$ cat config.mk
export PLATFORM = sky130hd
export DESIGN_NAME = gpio_to_fifo_multi
export DESIGN_NICKNAME = d
export VERILOG_FILES = /design/src/rtl/gpio_fifo_pkg.sv /design/src/rtl/gpio_serial_channel.sv /design/src/rtl/gpio_to_fifo_multi.sv
export SDC_FILE = /design/constraint.sdc
export NUM_CORES = 1
export LEC_CHECK = 0
export BUFFER_PORTS_ARGS = -buffer_cell sky130_fd_sc_hd__buf_4
export CELL_PAD_IN_SITES_DETAIL_PLACEMENT = 1
export CELL_PAD_IN_SITES_GLOBAL_PLACEMENT = 1
export CORE_UTILIZATION = 30
export CTS_BUF_LIST = sky130_fd_sc_hd__clkbuf_8
export DETAILED_ROUTE_END_ITERATION = 12
export GPL_TIMING_DRIVEN = 0
export PLACE_DENSITY_LB_ADDON = 0.1
export REMOVE_ABC_BUFFERS = 1
export SLEW_MARGIN = 40
export SYNTH_ARGS = -nofsm -noshare
export SYNTH_HDL_FRONTEND = slang
export SYNTH_SLANG_ARGS = --single-unit
$ cat constraint.sdc
create_clock -name clk -period 4.8 [get_ports clk]
set_clock_uncertainty 0.05 [all_clocks]
set_input_delay 0.96 -clock clk [delete_from_list [all_inputs] [get_ports clk]]
set_output_delay 0.96 -clock clk [all_outputs]
set_load 0.1 [all_outputs]
$ cat src/rtl/gpio_fifo_pkg.sv
// Shared GPIO bit layout for the serial-to-FIFO bridge: soft reset on bit 0,
// then three bits (sclk, sdata, write) per channel.
package gpio_fifo_pkg;

  localparam int SOFT_RST_BIT = 0;
  localparam int CH_BASE      = 1;
  localparam int SCLK_OFS     = 0;
  localparam int SDATA_OFS    = 1;
  localparam int WRITE_OFS    = 2;
  localparam int BITS_PER_CH  = 3;

  function automatic int gpio_idx(input int ch, input int ofs);
    return CH_BASE + ch * BITS_PER_CH + ofs;
  endfunction

endpackage

$ cat src/rtl/gpio_serial_channel.sv
// One serial channel: edge detection on synchronised pins, MSB-first shifter,
// frame-length check, FIFO write pulse and saturating drop accounting.
module gpio_serial_channel
  import gpio_fifo_pkg::*;
#(
  parameter int DATA_W = 32,
  parameter int CNT_W  = 8
) (
  input  logic              clk,
  input  logic              rst,
  input  logic              sclk,
  input  logic              sdata,
  input  logic              write,
  input  logic              soft_rst,
  input  logic              fifo_full,
  output logic [DATA_W-1:0] fifo_dout,
  output logic              fifo_wr_en,
  output logic              frame_err,
  output logic [CNT_W-1:0]  drop_cnt
);

  localparam int BW = $clog2(DATA_W + 2);
  localparam logic [BW-1:0] WORD_BITS = BW'(DATA_W);
  localparam logic [BW-1:0] OVER_BITS = BW'(DATA_W + 1);
  localparam logic [CNT_W-1:0] CNT_MAX = {CNT_W{1'b1}};

  logic              sclk_hist;
  logic              write_hist;
  logic              sclk_rise;
  logic              write_rise;
  logic [DATA_W-1:0] shift_reg;
  logic [BW-1:0]     bit_cnt;

  assign sclk_rise  = sclk & ~sclk_hist;
  assign write_rise = write & ~write_hist;

  // A write edge wins over a coincident sclk edge and is judged on the pre-shift count.
  always_ff @(posedge clk or negedge rst) begin
    if (!rst) begin
      sclk_hist  <= 1'b0;
      write_hist <= 1'b0;
      shift_reg  <= '0;
      bit_cnt    <= '0;
      fifo_dout  <= '0;
      fifo_wr_en <= 1'b0;
      frame_err  <= 1'b0;
      drop_cnt   <= '0;
    end else begin
      sclk_hist  <= sclk;
      write_hist <= write;
      fifo_wr_en <= 1'b0;
      if (soft_rst) begin
        shift_reg <= '0;
        bit_cnt   <= '0;
        frame_err <= 1'b0;
        drop_cnt  <= '0;
      end else if (write_rise) begin
        bit_cnt <= '0;
        if (sclk_rise) frame_err <= 1'b1;
        if (bit_cnt == WORD_BITS) begin
          if (!fifo_full) begin
            fifo_dout  <= shift_reg;
            fifo_wr_en <= 1'b1;
          end else if (drop_cnt != CNT_MAX) begin
            drop_cnt <= drop_cnt + 1'b1;
          end
        end else begin
          frame_err <= 1'b1;
        end
      end else if (sclk_rise) begin
        shift_reg <= {shift_reg[DATA_W-2:0], sdata};
        if (bit_cnt != OVER_BITS) bit_cnt <= bit_cnt + 1'b1;
      end
    end
  end

endmodule

$ cat src/rtl/gpio_to_fifo_multi.sv
// Multi-channel PS-GPIO bit-bang bridge: synchronises every GPIO input,
// derives the PL soft reset and fans the pins out to per-channel shifters.
module gpio_to_fifo_multi
  import gpio_fifo_pkg::*;
#(
  parameter int NUM_CH      = 2,
  parameter int DATA_W      = 32,
  parameter int SYNC_STAGES = 2,
  parameter int CNT_W       = 8
) (
  input  logic                     clk,
  input  logic                     rst,
  input  logic [3*NUM_CH:0]        gpio_i,
  output logic                     rst_pl,
  input  logic [NUM_CH-1:0]        fifo_full,
  output logic [NUM_CH*DATA_W-1:0] fifo_dout,
  output logic [NUM_CH-1:0]        fifo_wr_en,
  output logic [NUM_CH-1:0]        frame_err,
  output logic [NUM_CH*CNT_W-1:0]  drop_cnt
);

  localparam int GW = CH_BASE + BITS_PER_CH * NUM_CH;

  logic [SYNC_STAGES-1:0][GW-1:0] sync_q;
  logic [GW-1:0]                  synced;

  // Synchroniser chain: stage 0 samples the pins, the last stage feeds the logic.
  always_ff @(posedge clk or negedge rst) begin
    if (!rst) sync_q <= '0;
    else      sync_q <= {sync_q[SYNC_STAGES-2:0], gpio_i};
  end

  assign synced = sync_q[SYNC_STAGES-1];
  assign rst_pl = ~synced[SOFT_RST_BIT];

  for (genvar c = 0; c < NUM_CH; c++) begin : g_ch
    gpio_serial_channel #(
      .DATA_W (DATA_W),
      .CNT_W  (CNT_W)
    ) u_ch (
      .clk        (clk),
      .rst        (rst),
      .sclk       (synced[gpio_idx(c, SCLK_OFS)]),
      .sdata      (synced[gpio_idx(c, SDATA_OFS)]),
      .write      (synced[gpio_idx(c, WRITE_OFS)]),
      .soft_rst   (synced[SOFT_RST_BIT]),
      .fifo_full  (fifo_full[c]),
      .fifo_dout  (fifo_dout[c*DATA_W +: DATA_W]),
      .fifo_wr_en (fifo_wr_en[c]),
      .frame_err  (frame_err[c]),
      .drop_cnt   (drop_cnt[c*CNT_W +: CNT_W])
    );
  end

endmodule

==> results.yml <==
status:
  status: "completed"
logic_synthesis:
  yosys.area.top_type_share: 0.6141
  synth_commonest_cells: "178 x dfrtp_1, 135 x nand2_1, 82 x a21oi_1"
  synth-async-reset-ratio: 1.000
  yosysWarnings: 0
  synth.yosys.seq_area_share: 0.6141
  synth.distinct_cells: 35
  synthTopCellsByArea: "dfrtp_1 61%, nand2_1 7.0%, mux2_4 6.2%"
  avgSynthCellArea_um2: 11.66
  synth_ff_type: "dfrtp_1"
  synth_top_area_cell: "dfrtp_1"
  synthCells: 622
  synth_area_mm2: 0.007253
  ys_ff_latch: 178
  synth-edff-count: 0
  yosysMostFrequentCell: "dfrtp_1"
hold_path:
  hp-start: "sync_q[6]"
  min_path_type: "flip-flop to flip-flop"
  whs_path_depth: 0
  min_to: "synced[6]"
route:
  avgViaCountPerCell: 4.655
  wl_per_cell_um: 15.26
  remaining_drc_errors: 0
  ant_nets: 0
  dr.pass1.iters: 4
  vias: 4832
  drtIter0Drc: 164
  drt_wl_total_um: 15840
clocking:
  clk_pin_slew_ns: 0.10
  cts.sinks: 178
  clock_latency_ns: 0.46
  cts-htree-levels: 4
  cts_resized: 0
  tritoncts: "built"
  cts_setup_buffers: 0
  hold_buffers: 0
  cts_buffers: 17
  clock_path_buffers: 2
  cts_root_buf: "clkbuf_8"
critical_path:
  timing.rr.start: "g_ch[1].u_ch.bit_cnt[2]"
  worstSetupEndpointType: "output pin"
  cp.arrival_ns: 1.77
  critPathLaunchType: "flip-flop"
  crit_type: "flip-flop to output pin"
  cp.required_ns: 3.79
  critPathMaxFanout: 37
  startpoint: "synced[0]"
  r2r-end: "g_ch[1].u_ch.fifo_dout[10]"
  ff2ff_setup_slack_ns: 2.36
  r2r_cells: 5
power_and_ir_drop:
  switching_share: 0.2470
  p_switching_uw: 667.5
  p_seq_frac: 0.563
  power_frac_clock: 0.396
  power_frac_comb: 0.040
  cellLeakagePower_uw: 0.004103
  p_int_uw: 2035
  p_per_area_mw_per_mm2: 307.8
  ir_drop_v: 0.0001289
timing:
  post-route-min-period_ns: 2.784
  rsz0062_at_grt: "no"
  drv_slew: 0
  hold_ws_ns: 0.3064
  hold_violations: 0
  finalSetupViolations: 0
  worst_pin_slew_ns: 0.6676
  post-route-period-util: 0.5799
  tns_ns: 0
  max_slew_margin: 0.5533
  max_freq_ghz: 0.3593
grt:
  grt-busiest-layer: "met2"
  grt_pass1_vias: 5178
  overflow: 0
  use_met2: 0.2343
  grt_max_degree: 67
  grt_pass1_wl_um: 26890
  track_usage: 0.1396
  grtUsageMet3: 0.03469
  gr-usage-met1: 0.1725
  antenna_found_initial: 0
placed_design:
  placed_cells: 1006
  port_buffers: 95
  place.gp.congestion: 0.6860
  hpwl_um: 10480
  postPlaceCellArea_mm2: 0.008366
layout:
  area_delta_synth_final_pct: 21.05
  final_area_mm2: 0.008780
  multi_input_area_mm2: 0.002621
  layout.cells.non_filler: 1038
  fin_util: 0.3718
  n_antenna_cell: 0
  final_layout_size_suffix_gt1_frac: 0.2935
  ff_latch_area_mm2: 0.004458
  final_nets: 725
  fillCellCount: 2580
floorplan:
  die-area_mm2: 0.02480
  coreArea_mm2: 0.02361
  dieHeight_um: 157.5
  ioPinCount: 96
  initial_core_util: 0.3072
  num_rows: 56
  die_x_um: 157.5
flow_run:
  max-cap-violations: 0
-- area by class of cell --
cell class,count,area share
Clock buffer,19,0.02978
Inverter,12,0.005130
Tap cell,319,0.04546
Clock inverter,13,0.01696
Sequential cell,178,0.5078
Multi-Input combinational cell,396,0.2986
Timing Repair Buffer,101,0.09634
-- worst max path at each step --
stage	to	slack, ns	cells after the start
2_1_floorplan	rst_pl	1.30	1
3_3_place_gp	g_ch[1].u_ch.fifo_dout[0]	-0.14	2
4_1_cts	rst_pl	1.95	2
5_1_grt	rst_pl	1.90	2
6_report	rst_pl	2.02	2
3_5_place_dp	g_ch[0].u_ch.fifo_dout[30]	2.28	4
-- through the flow --
step / worst slack (ns) / total power (uW)
floorplan: 1.298 / 1591
global placement: -0.1377 / 1650
global route: 1.900 / 2832
CTS: 1.953 / 2775
detailed placement: 2.284 / 1667
finish: 2.016 / 2703
-- power groups by stage --
stage          registers, uW  clock network (uW)  logic [uW]
2_1_floorplan           1560                   0        31.7
3_3_place_gp            1560                   0        92.7
3_5_place_dp            1550                   0         115
4_1_cts                 1520                1140         115
5_1_grt                 1520                1180         124
6_report                1520                1070         109
-- cells by family (layout without fill, tap and decap cells) --
family / Yosys count / in the layout / share of synthesized area
compound gates: 102 / 102 / 0.07573
buf+inv: 48 / 145 / 0.03019
simple gates: 210 / 210 / 0.1365
fa+ha+maj: 8 / 8 / 0.01380
mux: 66 / 66 / 0.1176
xor+xnor: 10 / 10 / 0.01207
flops: 178 / 178 / 0.6141
-- per-layer routing --
| layer | vias to the layer above | share of wire |
|---|---|---|
| met2 | 70 | 0.50 |
| met3 | 16 | 0.041 |
| met1 | 2460 | 0.45 |
| li1 | 2286 | - |
| met5 | - | 0 |
| met4 | 0 | 0.013 |
-- critical path, cell delays in order, from the launching register on --
cell     delay, ns
dfrtp_4       0.67
inv_1         0.29
buf_4         0.34
-- placed cells by master, fill, tap and decap left out, types with 4 or more instances in the layout --
cell,Yosys,routed
xnor2_1,4,4
nand4_1,10,10
nand2b_1,4,4
o21ai_0,5,4
inv_6,0,4
nor2_1,16,14
ha_1,8,8
a21oi_1,82,82
nand2_1,135,133
xor2_1,6,6
buf_4,4,94
mux2_2,34,34
mux2_4,30,30
nor2b_1,4,4
nand3_1,10,9
inv_1,12,12
or4_1,12,12
dfrtp_1,178,177
o31ai_1,10,10
clkbuf_8,0,19
No activity file was read; power rests on OpenSTA's default activity.
